`config.mk`:
```
export PLATFORM = sky130hd
export DESIGN_NAME = pico_cmd_streamer_flat
export DESIGN_NICKNAME = d
export VERILOG_FILES = /design/src/rtl/pico_cmd_streamer_if.sv /design/src/rtl/pico_cmd_streamer.sv /design/src/flat_wrapper.sv
export SDC_FILE = /design/constraint.sdc
export NUM_CORES = 1
export LEC_CHECK = 0
export BUFFER_PORTS_ARGS = -buffer_cell sky130_fd_sc_hd__buf_2
export CAP_MARGIN = 20
export CORE_AREA = 2 2 230 232
export CTS_BUF_LIST = sky130_fd_sc_hd__clkbuf_16
export CTS_CLUSTER_SIZE = 28
export DETAILED_ROUTE_END_ITERATION = 16
export DIE_AREA = 0 0 232 234
export SLEW_MARGIN = 10
export SYNTH_ARGS = -nofsm -noshare
export SYNTH_HDL_FRONTEND = slang
export SYNTH_SLANG_ARGS = --single-unit
```
`constraint.sdc`:
```
create_clock -name s_clk -period 1.95 [get_ports s_clk]
set_input_delay 0.195 -clock s_clk [delete_from_list [all_inputs] [get_ports s_clk]]
set_output_delay 0.195 -clock s_clk [all_outputs]
set_load 0.02 [all_outputs]
```
`src/rtl/pico_cmd_streamer_if.sv`:
```
// Handshake bundle between a PicoBus host model and pico_cmd_streamer:
// request, write data, outbound command stream, inbound return stream, read data.
interface pico_cmd_streamer_if #(
  parameter int unsigned W = 128
);
  logic          req_valid;
  logic          req_ready;
  logic          req_rd;
  logic [31:0]   req_addr;
  logic [31:0]   req_size;
  logic          wd_valid;
  logic          wd_ready;
  logic [W-1:0]  wd_data;
  logic          so_valid;
  logic          so_ready;
  logic [W-1:0]  so_data;
  logic          si_valid;
  logic          si_ready;
  logic [W-1:0]  si_data;
  logic          rd_valid;
  logic          rd_ready;
  logic [W-1:0]  rd_data;
  logic          rd_last;

  modport master (
    output req_valid, req_rd, req_addr, req_size, wd_valid, wd_data,
           so_ready, si_valid, si_data, rd_ready,
    input  req_ready, wd_ready, so_valid, so_data, si_ready,
           rd_valid, rd_data, rd_last
  );

  modport slave (
    input  req_valid, req_rd, req_addr, req_size, wd_valid, wd_data,
           so_ready, si_valid, si_data, rd_ready,
    output req_ready, wd_ready, so_valid, so_data, si_ready,
           rd_valid, rd_data, rd_last
  );
endinterface

```
`src/rtl/pico_cmd_streamer.sv`:
```
// PicoBus initiator: serialises read/write requests onto a 128-bit stream and
// collects read returns. Define PICO_CMD_TIMEOUT_EN to enable the read-return timeout.
module pico_cmd_streamer #(
  parameter int unsigned W              = 128,
  parameter int unsigned TIMEOUT_CYCLES = 4096
) (
  input  logic               s_clk,
  input  logic               s_rst_n,
  pico_cmd_streamer_if.slave bus,
  output logic               busy,
  output logic               stray_beat,
  output logic               err_timeout
);

  typedef enum logic [1:0] {IDLE, CMD, WDATA, RDATA} state_e;

  state_e        state_q, state_d;
  logic [28:0]   cnt_q, cnt_d;
  logic          rd_q, rd_d;
  logic          so_valid_q, so_valid_d;
  logic [W-1:0]  so_data_q, so_data_d;
  logic          stray_q;
  logic          to_hit;
  logic [28:0]   beats;
  logic [W-1:0]  cmd_word;

  // ceil(size/16) without a 33-bit adder: upper bits plus a carry for any remainder
  assign beats    = {1'b0, bus.req_size[31:4]} + 29'(|bus.req_size[3:0]);
  assign cmd_word = {{(W-65){1'b0}}, bus.req_rd, bus.req_addr[31:4], 4'h0, bus.req_size};

  always_comb begin
    state_d       = state_q;
    cnt_d         = cnt_q;
    rd_d          = rd_q;
    so_valid_d    = so_valid_q;
    so_data_d     = so_data_q;
    bus.req_ready = 1'b0;
    bus.wd_ready  = 1'b0;
    bus.so_valid  = so_valid_q;
    bus.so_data   = so_data_q;
    bus.si_ready  = 1'b1;
    bus.rd_valid  = 1'b0;
    bus.rd_data   = bus.si_data;
    bus.rd_last   = 1'b0;
    unique case (state_q)
      IDLE: begin
        // held low while reset is asserted even though the state already reads IDLE
        bus.req_ready = s_rst_n;
        if (bus.req_valid) begin
          so_valid_d = 1'b1;
          so_data_d  = cmd_word;
          cnt_d      = beats;
          rd_d       = bus.req_rd;
          state_d    = CMD;
        end
      end
      CMD: begin
        if (bus.so_ready) begin
          so_valid_d = 1'b0;
          if (cnt_q == '0)  state_d = IDLE;
          else if (rd_q)    state_d = RDATA;
          else              state_d = WDATA;
        end
      end
      WDATA: begin
        bus.so_valid = bus.wd_valid;
        bus.so_data  = bus.wd_data;
        bus.wd_ready = bus.so_ready;
        if (bus.wd_valid && bus.so_ready) begin
          cnt_d = cnt_q - 29'd1;
          if (cnt_q == 29'd1) state_d = IDLE;
        end
      end
      RDATA: begin
        bus.rd_valid = bus.si_valid;
        bus.si_ready = bus.rd_ready;
        bus.rd_last  = (cnt_q == 29'd1);
        if (bus.si_valid && bus.rd_ready) begin
          cnt_d = cnt_q - 29'd1;
          if (cnt_q == 29'd1) state_d = IDLE;
        end else if (to_hit) begin
          state_d = IDLE;
        end
      end
      default: state_d = IDLE;
    endcase
  end

  always_ff @(posedge s_clk or negedge s_rst_n) begin
    if (!s_rst_n) begin
      state_q    <= IDLE;
      cnt_q      <= '0;
      rd_q       <= 1'b0;
      so_valid_q <= 1'b0;
      so_data_q  <= '0;
      stray_q    <= 1'b0;
    end else begin
      state_q    <= state_d;
      cnt_q      <= cnt_d;
      rd_q       <= rd_d;
      so_valid_q <= so_valid_d;
      so_data_q  <= so_data_d;
      stray_q    <= (state_q != RDATA) && bus.si_valid;
    end
  end

`ifdef PICO_CMD_TIMEOUT_EN
  localparam int unsigned TW = $clog2(TIMEOUT_CYCLES);

  logic [TW-1:0] to_cnt_q;
  logic          err_q;

  assign to_hit = (to_cnt_q == TW'(TIMEOUT_CYCLES - 1));

  always_ff @(posedge s_clk or negedge s_rst_n) begin
    if (!s_rst_n) begin
      to_cnt_q <= '0;
      err_q    <= 1'b0;
    end else begin
      if (state_q != RDATA || (bus.si_valid && bus.si_ready)) to_cnt_q <= '0;
      else                                                    to_cnt_q <= to_cnt_q + TW'(1);
      if (state_q == RDATA && to_hit && !(bus.si_valid && bus.si_ready)) err_q <= 1'b1;
    end
  end

  assign err_timeout = err_q;
`else
  assign to_hit      = 1'b0;
  assign err_timeout = 1'b0;
`endif

  assign busy       = (state_q != IDLE);
  assign stray_beat = stray_q;

endmodule
```
`src/flat_wrapper.sv`:
```
// flat-port wrapper written by rule: the top's interface ports become plain ports
module pico_cmd_streamer_flat 
#(
  parameter int unsigned W              = 128,
  parameter int unsigned TIMEOUT_CYCLES = 4096
)
  (s_clk, s_rst_n, busy, stray_beat, err_timeout, bus_req_valid, bus_req_rd, bus_req_addr, bus_req_size, bus_wd_valid, bus_wd_data, bus_so_ready, bus_si_valid, bus_si_data, bus_rd_ready, bus_req_ready, bus_wd_ready, bus_so_valid, bus_so_data, bus_si_ready, bus_rd_valid, bus_rd_data, bus_rd_last);
  pico_cmd_streamer_if #(.W(W)) bus_i ();
  input  logic s_clk;
  input  logic s_rst_n;
  output logic busy;
  output logic stray_beat;
  output logic err_timeout;
  input wire logic [$bits(bus_i.req_valid)-1:0] bus_req_valid;
  input wire logic [$bits(bus_i.req_rd)-1:0] bus_req_rd;
  input wire logic [$bits(bus_i.req_addr)-1:0] bus_req_addr;
  input wire logic [$bits(bus_i.req_size)-1:0] bus_req_size;
  input wire logic [$bits(bus_i.wd_valid)-1:0] bus_wd_valid;
  input wire logic [$bits(bus_i.wd_data)-1:0] bus_wd_data;
  input wire logic [$bits(bus_i.so_ready)-1:0] bus_so_ready;
  input wire logic [$bits(bus_i.si_valid)-1:0] bus_si_valid;
  input wire logic [$bits(bus_i.si_data)-1:0] bus_si_data;
  input wire logic [$bits(bus_i.rd_ready)-1:0] bus_rd_ready;
  output wire logic [$bits(bus_i.req_ready)-1:0] bus_req_ready;
  output wire logic [$bits(bus_i.wd_ready)-1:0] bus_wd_ready;
  output wire logic [$bits(bus_i.so_valid)-1:0] bus_so_valid;
  output wire logic [$bits(bus_i.so_data)-1:0] bus_so_data;
  output wire logic [$bits(bus_i.si_ready)-1:0] bus_si_ready;
  output wire logic [$bits(bus_i.rd_valid)-1:0] bus_rd_valid;
  output wire logic [$bits(bus_i.rd_data)-1:0] bus_rd_data;
  output wire logic [$bits(bus_i.rd_last)-1:0] bus_rd_last;
  assign bus_i.req_valid = bus_req_valid;
  assign bus_i.req_rd = bus_req_rd;
  assign bus_i.req_addr = bus_req_addr;
  assign bus_i.req_size = bus_req_size;
  assign bus_i.wd_valid = bus_wd_valid;
  assign bus_i.wd_data = bus_wd_data;
  assign bus_i.so_ready = bus_so_ready;
  assign bus_i.si_valid = bus_si_valid;
  assign bus_i.si_data = bus_si_data;
  assign bus_i.rd_ready = bus_rd_ready;
  assign bus_req_ready = bus_i.req_ready;
  assign bus_wd_ready = bus_i.wd_ready;
  assign bus_so_valid = bus_i.so_valid;
  assign bus_so_data = bus_i.so_data;
  assign bus_si_ready = bus_i.si_ready;
  assign bus_rd_valid = bus_i.rd_valid;
  assign bus_rd_data = bus_i.rd_data;
  assign bus_rd_last = bus_i.rd_last;
  pico_cmd_streamer #(.W(W), .TIMEOUT_CYCLES(TIMEOUT_CYCLES)) u_core (.s_clk(s_clk), .s_rst_n(s_rst_n), .bus(bus_i), .busy(busy), .stray_beat(stray_beat), .err_timeout(err_timeout));
endmodule
```
==> results of run 1 <==
[Yosys cell counts (all sizes together) (9+ instances only)]
master and number:
nor2 35, o21ai 19, a21oi 19, mux2 62, nand4 12, buf 149, nand2 204, and2 71
and3 12, nor4 11, xor2 19, inv 9, clkbuf 25, dfrtp 94, nor3 15, nand3 22
[cell type report]
type / instances / area [µm²] / share of cell area (%)
Antenna cell: 5 / 12.5 / 0.103
Clock buffer: 9 / 225 / 1.86
Clock inverter: 7 / 71.3 / 0.588
Inverter: 10 / 37.5 / 0.309
Multi-Input combinational cell: 589 / 4250 / 35.0
Sequential cell: 94 / 2350 / 19.4
Tap cell: 688 / 861 / 7.09
Timing Repair Buffer: 503 / 4330 / 35.7
[metal layers]
layer | vias up | global-route usage, % | wire length [µm]
li1 | 3476 | - | -
met1 | 3582 | 11.7 | 12100
met2 | 343 | 20.4 | 17000
met3 | 95 | 3.55 | 2550
met4 | 10 | 5.55 | 1440
met5 | - | 0 | 70
[cell usage in the layout (no fill, tap or decap), types with 6 or more instances in the layout]
master / synthesis / final
inv_1: 9 / 8
nor3_2: 1 / 6
nand4_1: 10 / 10
a21oi_1: 19 / 17
xnor2_1: 7 / 7
buf_6: 2 / 144
buf_12: 0 / 17
and3_1: 11 / 10
and2_4: 0 / 67
nand3_1: 22 / 21
or3_1: 6 / 6
nand2_1: 204 / 203
clkbuf_16: 0 / 14
dfrtp_1: 94 / 94
mux2i_1: 6 / 6
mux2_2: 62 / 7
o22ai_1: 6 / 6
dlygate4sd3_1: 0 / 29
o21ai_0: 19 / 16
buf_8: 0 / 7
buf_4: 130 / 89
mux2_4: 0 / 55
nor2_1: 34 / 29
xor2_1: 19 / 19
buf_2: 15 / 207
[report_power, final]
part	internal, µW	total, µW	switching, µW
combinational	4190	7560	3380
sequential	2420	2790	370
clock	999	1930	930
total	7610	12300	4680
[timing repair]
| action | 4_1_cts | 5_1_grt |
|---|---|---|
| endpoints found under the setup margin | 131 | 152 |
| gates cloned | 9 | 7 |
| pin swaps | 16 | 64 |
| endpoints found under the hold margin | 122 | 0 |
| gates resized for setup | 266 | 209 |
| hold buffers | 29 | 0 |
| setup buffers | 23 | 22 |
[cells by family (layout without fill, tap and decap cells)]
| group | after synthesis | count (layout) | synth area share [%] |
|---|---|---|---|
| simple gates | 408 | 409 | 28.1 |
| buf+inv | 184 | 529 | 16.9 |
| flops | 94 | 94 | 32.8 |
| compound gates | 81 | 81 | 7.68 |
| mux | 68 | 68 | 10.6 |
| xor+xnor | 26 | 26 | 3.18 |
| fa+ha+maj | 4 | 4 | 0.698 |
| other cells | 1 | 6 | 0.0523 |
[worst min-delay path by stage]
stage	startpoint	end	slack, ns	depth (start not counted)
final	bus_req_addr[27]	u_core.so_data_q[59]$_DFFE_PN0P_	0.03	3
after global routing	bus_req_addr[27]	u_core.so_data_q[59]$_DFFE_PN0P_	0.02	3
after CTS	bus_req_addr[19]	u_core.so_data_q[51]$_DFFE_PN0P_	0.00004	3
after global placement	s_rst_n	u_core.so_data_q[14]$_DFFE_PN0P_	0.36	2
after detailed placement	s_rst_n	u_core.so_data_q[13]$_DFFE_PN0P_	0.35	2
after floorplan	s_rst_n	u_core.cnt_q[0]$_DFFE_PN0P_	-0.10	0
[per-stage QoR]
step / utilization (%) / cell area (µm²) / setup TNS (ns)
6_report: 23.3 / 12100 / -18.93
5_1_grt: 23.3 / 12100 / -29.52
4_1_cts: 21.6 / 11200 / -23.05
3_5_place_dp: 17.9 / 9330 / -5.48
3_3_place_gp: 17.9 / 9330 / -5.03
2_1_floorplan: - / 7170 / 0
[worst max-delay path: cells and delay by family (launching register included)]
family | cells | cell delay (ns)
buf+inv | 2 | 0.30
flops | 1 | 0.38
simple gates | 4 | 0.99
[registers in the layout, summed over array words and instances, names as in the netlist]
signal,count
u_core.cnt_q,29
u_core.rd_q,1
u_core.so_data_q,60
u_core.so_valid_q,1
u_core.state_q,2
u_core.stray_beat,1
==> results.md, run 1 <==
- Status: finished, violations left
- Failing checks: negative setup slack
- Dpl cells: 1803
- Final Cycle Share: 115%
- EDFF count, synth: 0
- Initial Util: 13.8%
- Vias per cell: 3.94
- IO Port Bufs: 331
- Nets@finish: 1539
- F_max: 0.445 GHz
- Area delta synth->final: 69.3%
- # setup viols final: 128
- Fin worst setup slack: -0.297 ns
- Ys async rst share: 100%
- Drt first pass iters: 5
- Primary FF master, synth: dfrtp_1
- Pin count of the biggest net entering global routing: 95
- Clk_skew: 0.0153 ns
- Worst VDD drop: 0.389 mV
- Crit-path max cell delay: 0.57 ns
- Drt wl/cell: 17.4 µm
- Clock Sinks: 94
- Fillers: 5553
- Startpoint Class: flop
- Hold Crit Class: input port to flop
- Data required, critical path: 1.75 ns
- R2R Setup Slk: -0.13 ns
- Clock slew at the register clock pins of the worst setup and hold paths: 0.08 ns
- Reg-to-reg endpoint: u_core.cnt_q[15]$_DFFE_PN0P_
- Area contributors post-synth: dfrtp_1 33%, buf_4 14%, nand2_1 11%
- DRT iter0 DRCs: 244
- Number of max-cap violations: 0
- Final Wtd Congestion: 0.778
- GRT Util Overall: 11.2%
- Pre-CTS setup slack: -0.480 ns
- Routed Antenna Nets: 0
- CP max-delay cell: or4_4
- Crit end category: output port
- Leakage: 0.00581 µW
- Synth cell types: 63
- RSZ-0062 raised after global routing: true
- Die Y: 234 µm
- Hold Worst Slack: 0.0269 ns
- CTS H-tree depth: 3
- Io pins: 593
- Worst-case clock buffer depth: 2
- Via count: 7506
- DRC errors left: 0
- Crit path to: bus_rd_last
- Vias in the first global route: 7210
- Worst r2r path cells: 8
- CTS tree: yes
- Actual slew at the worst max-slew pin: 0.608 ns
- Critical path type: flop to output port
- Synth Register Bits: 94
- Overall power: 12300 µW
- CP Launch Point: u_core.cnt_q[24]$_DFFE_PN0P_
- YS warnings: 0
- Mean post-synth cell area: 8.28 µm²
- Insertion delay to the later sink of the worst-skew pair: 0.38 ns
- Non-filler cells, final: 1905
- CTS Root Cell: clkbuf_16
- Worst r2r src: u_core.state_q[0]$_DFFE_PN0P_
- Cell accounting for the most synthesized area: dfrtp_1
- Die X: 232 µm
- P per Cell Area: 1010 nW/µm²
- GR Overflow Total: 0
- Total die area: 54300 µm²
- Critical-path cell list: or4_4 > nor3_4 > nand4_1 > buf_6 > nor2_4 > buf_6
- Initial antenna violation count: 13
- Total core area: 52000 µm²
- Most common cell on crit path: buf_6
- Final wirelength: 33200 µm
- Mapped cell area: 7170 µm²
- Global-route wire length before repair: 44300 µm
- Max-slew headroom: 59.5%
- Post-synthesis net count: 1198
- Post-DP HPWL: 22800 µm
- Post-route minimum period: 2.25 ns
- Max FO, Critical Path: 2
- Share of cells above drive strength 1: 55.9%
- Crit path DAT: 2.05 ns
- Sequential-to-total area share from yosys stat: 32.8%
- Synth top area share: 32.8%
- TritonCTS Buffers: 9
- Standard-cell rows: 84
- Synth Instances: 866
- Max Slew Vio Count: 0
- Final hold vios: 0
Note: power is estimated with default switching activity, not from simulation.
==> inputs of run 2 (changes only) <==
Settings changed: CTS_BUF_LIST sky130_fd_sc_hd__clkbuf_16 to sky130_fd_sc_hd__clkbuf_4 sky130_fd_sc_hd__clkbuf_8 sky130_fd_sc_hd__clkbuf_16.
==> run 2 against run 1 <==
Against the previous run:
- the run still ends with negative setup slack left
- cell count unchanged
- clock skew hardly changed
- combinational power barely moved
- maximum frequency about the same
- register-to-register slack about the same
- worst setup slack improved by 0.0011 ns
- first-iteration DRC count stayed put
- utilization is essentially flat
==> results.md, run 2 (synthesized netlist as in run 1, its figures left out) <==
- RSZ-0062 raised after global routing: true
- Clk_skew: 0.0151 ns
- IO Port Bufs: 331
- # setup viols final: 128
- GR Overflow Total: 0
- Max-slew headroom: 59.5%
- Post-DP HPWL: 22800 µm
- CTS tree: yes
- Pin count of the biggest net entering global routing: 95
- Drt first pass iters: 5
- Vias in the first global route: 7210
- Worst-case clock buffer depth: 2
- Crit end category: output port
- Status: finished, violations left
- Final hold vios: 0
- Met1 WL: 12100 µm
- Actual slew at the worst max-slew pin: 0.608 ns
- Highest Signal Layer: met5
- Fin util: 23.4%
- Post-route minimum period: 2.25 ns
- Fin area: 12100 µm²
- Clock Sinks: 94
- Crit path DAT: 2.05 ns
- Nets@finish: 1539
- Hold Crit Class: input port to flop
- Total die area: 54300 µm²
- Drt wl/cell: 17.4 µm
- Met2 routed WL: 17000 µm
- Top flop regs: u_core.so_data_q x60, u_core.cnt_q x29, u_core.state_q x2
- Overall power: 12300 µW
- F_max: 0.445 GHz
- Vias per cell: 3.94
- Initial Util: 13.8%
- Initial antenna violation count: 13
- Via count: 7506
- Number of max-cap violations: 0
- DRC errors left: 0
- Critical path type: flop to output port
- Failing checks: negative setup slack
- Fin worst setup slack: -0.296 ns
- Final Wtd Congestion: 0.778
- GRT Util Overall: 11.2%
- Worst VDD drop: 0.389 mV
- Fillers: 5552
- Routed Antenna Nets: 0
- Share of cells above drive strength 1: 56.0%
- Most common cell after layout, fill and taps aside: buf_2
- DRT iter0 DRCs: 244
- Area delta synth->final: 69.5%
- Max reg flops: 60
- CTS H-tree depth: 3
- Dpl cell area: 9330 µm²
- TritonCTS Buffers: 9
- Largest Register: u_core.so_data_q
- Standard-cell rows: 84
- Io pins: 593
- Met3 wire length: 2550 µm
- Total core area: 52000 µm²
- Die X: 232 µm
- P per Cell Area: 1020 nW/µm²
- Clock slew at the register clock pins of the worst setup and hold paths: 0.08 ns
- Global-route wire length before repair: 44300 µm
- Startpoint Class: flop
- Insertion delay to the later sink of the worst-skew pair: 0.38 ns
- Leakage: 0.00582 µW
- Max FO, Critical Path: 2
- Data required, critical path: 1.75 ns
- CTS Root Cell: clkbuf_16
- Die Y: 234 µm
- Max Slew Vio Count: 0
- Final Cycle Share: 115%
- Final wirelength: 33200 µm
- Most frequent cells in the layout: 207 x buf_2, 203 x nand2_1, 144 x buf_6
run 2: final timing paths:
check | from | end | slack, ns | cells past startpoint
max | u_core.cnt_q[24]$_DFFE_PN0P_ | bus_rd_last | -0.30 | 6
min | bus_req_addr[27] | u_core.so_data_q[59]$_DFFE_PN0P_ | 0.03 | 3
max reg2reg | u_core.state_q[0]$_DFFE_PN0P_ | u_core.cnt_q[15]$_DFFE_PN0P_ | -0.13 | 8
min reg2reg | u_core.so_data_q[46]$_DFFE_PN0P_ | u_core.so_data_q[46]$_DFFE_PN0P_ | 0.47 | 2
max in group asynchronous | s_rst_n | u_core.so_data_q[40]$_DFFE_PN0P_ | 1.02 | 3
min in group asynchronous | s_rst_n | u_core.so_data_q[9]$_DFFE_PN0P_ | 0.43 | 3
run 2: area by class of cell:
cell class | instances | area, µm² | area share (%)
inverter | 10 | 37.5 | 0.309
tap | 688 | 861 | 7.09
antenna | 5 | 12.5 | 0.103
clock inverter | 5 | 63.8 | 0.525
multi-input combinational | 589 | 4250 | 35.0
timing repair buffer | 503 | 4330 | 35.6
clock buffer | 11 | 246 | 2.03
sequential | 94 | 2350 | 19.4
run 2: critical path, stage by stage, from the launching register on:
cell     delay [ns]
dfrtp_1        0.38
or4_4          0.57
nor3_4         0.14
nand4_1        0.15
buf_6          0.16
nor2_4         0.13
buf_6          0.14
run 2: report_power, final:
part / switching (µW) / leakage [µW] / internal, µW
combinational: 3380 / 0.00452 / 4190
sequential: 370 / 0.00114 / 2420
clock: 929 / 0.000150 / 1060
run 2: what timing repair did:
action / in CTS / in global routing
gates resized for setup: 266 / 209
hold endpoints to repair: 122 / 0
endpoints found under the setup margin: 131 / 153
hold buffers: 29 / 0
setup buffers: 23 / 22
pin swaps: 16 / 64
cloned: 9 / 7
run 2: per-stage QoR:
stage / worst slack [ns] / hold slack (ns) / cells / TNS, ns
after CTS: -0.340 / 0.0000357 / 1880 / -23.05
after detailed placement: -0.480 / 0.355 / 1803 / -5.48
after floorplan: 0.0775 / -0.101 / 866 / 0
after global placement: -0.468 / 0.356 / 1803 / -5.03
after global routing: -0.365 / 0.0176 / 1904 / -29.52
final: -0.296 / 0.0269 / 1905 / -18.89
run 2: layer usage:
metal,global-route usage [%],vias to the layer above
met5,0,-
met4,5.55,10
met3,3.55,95
met2,20.4,343
met1,11.7,3582
li1,-,3476
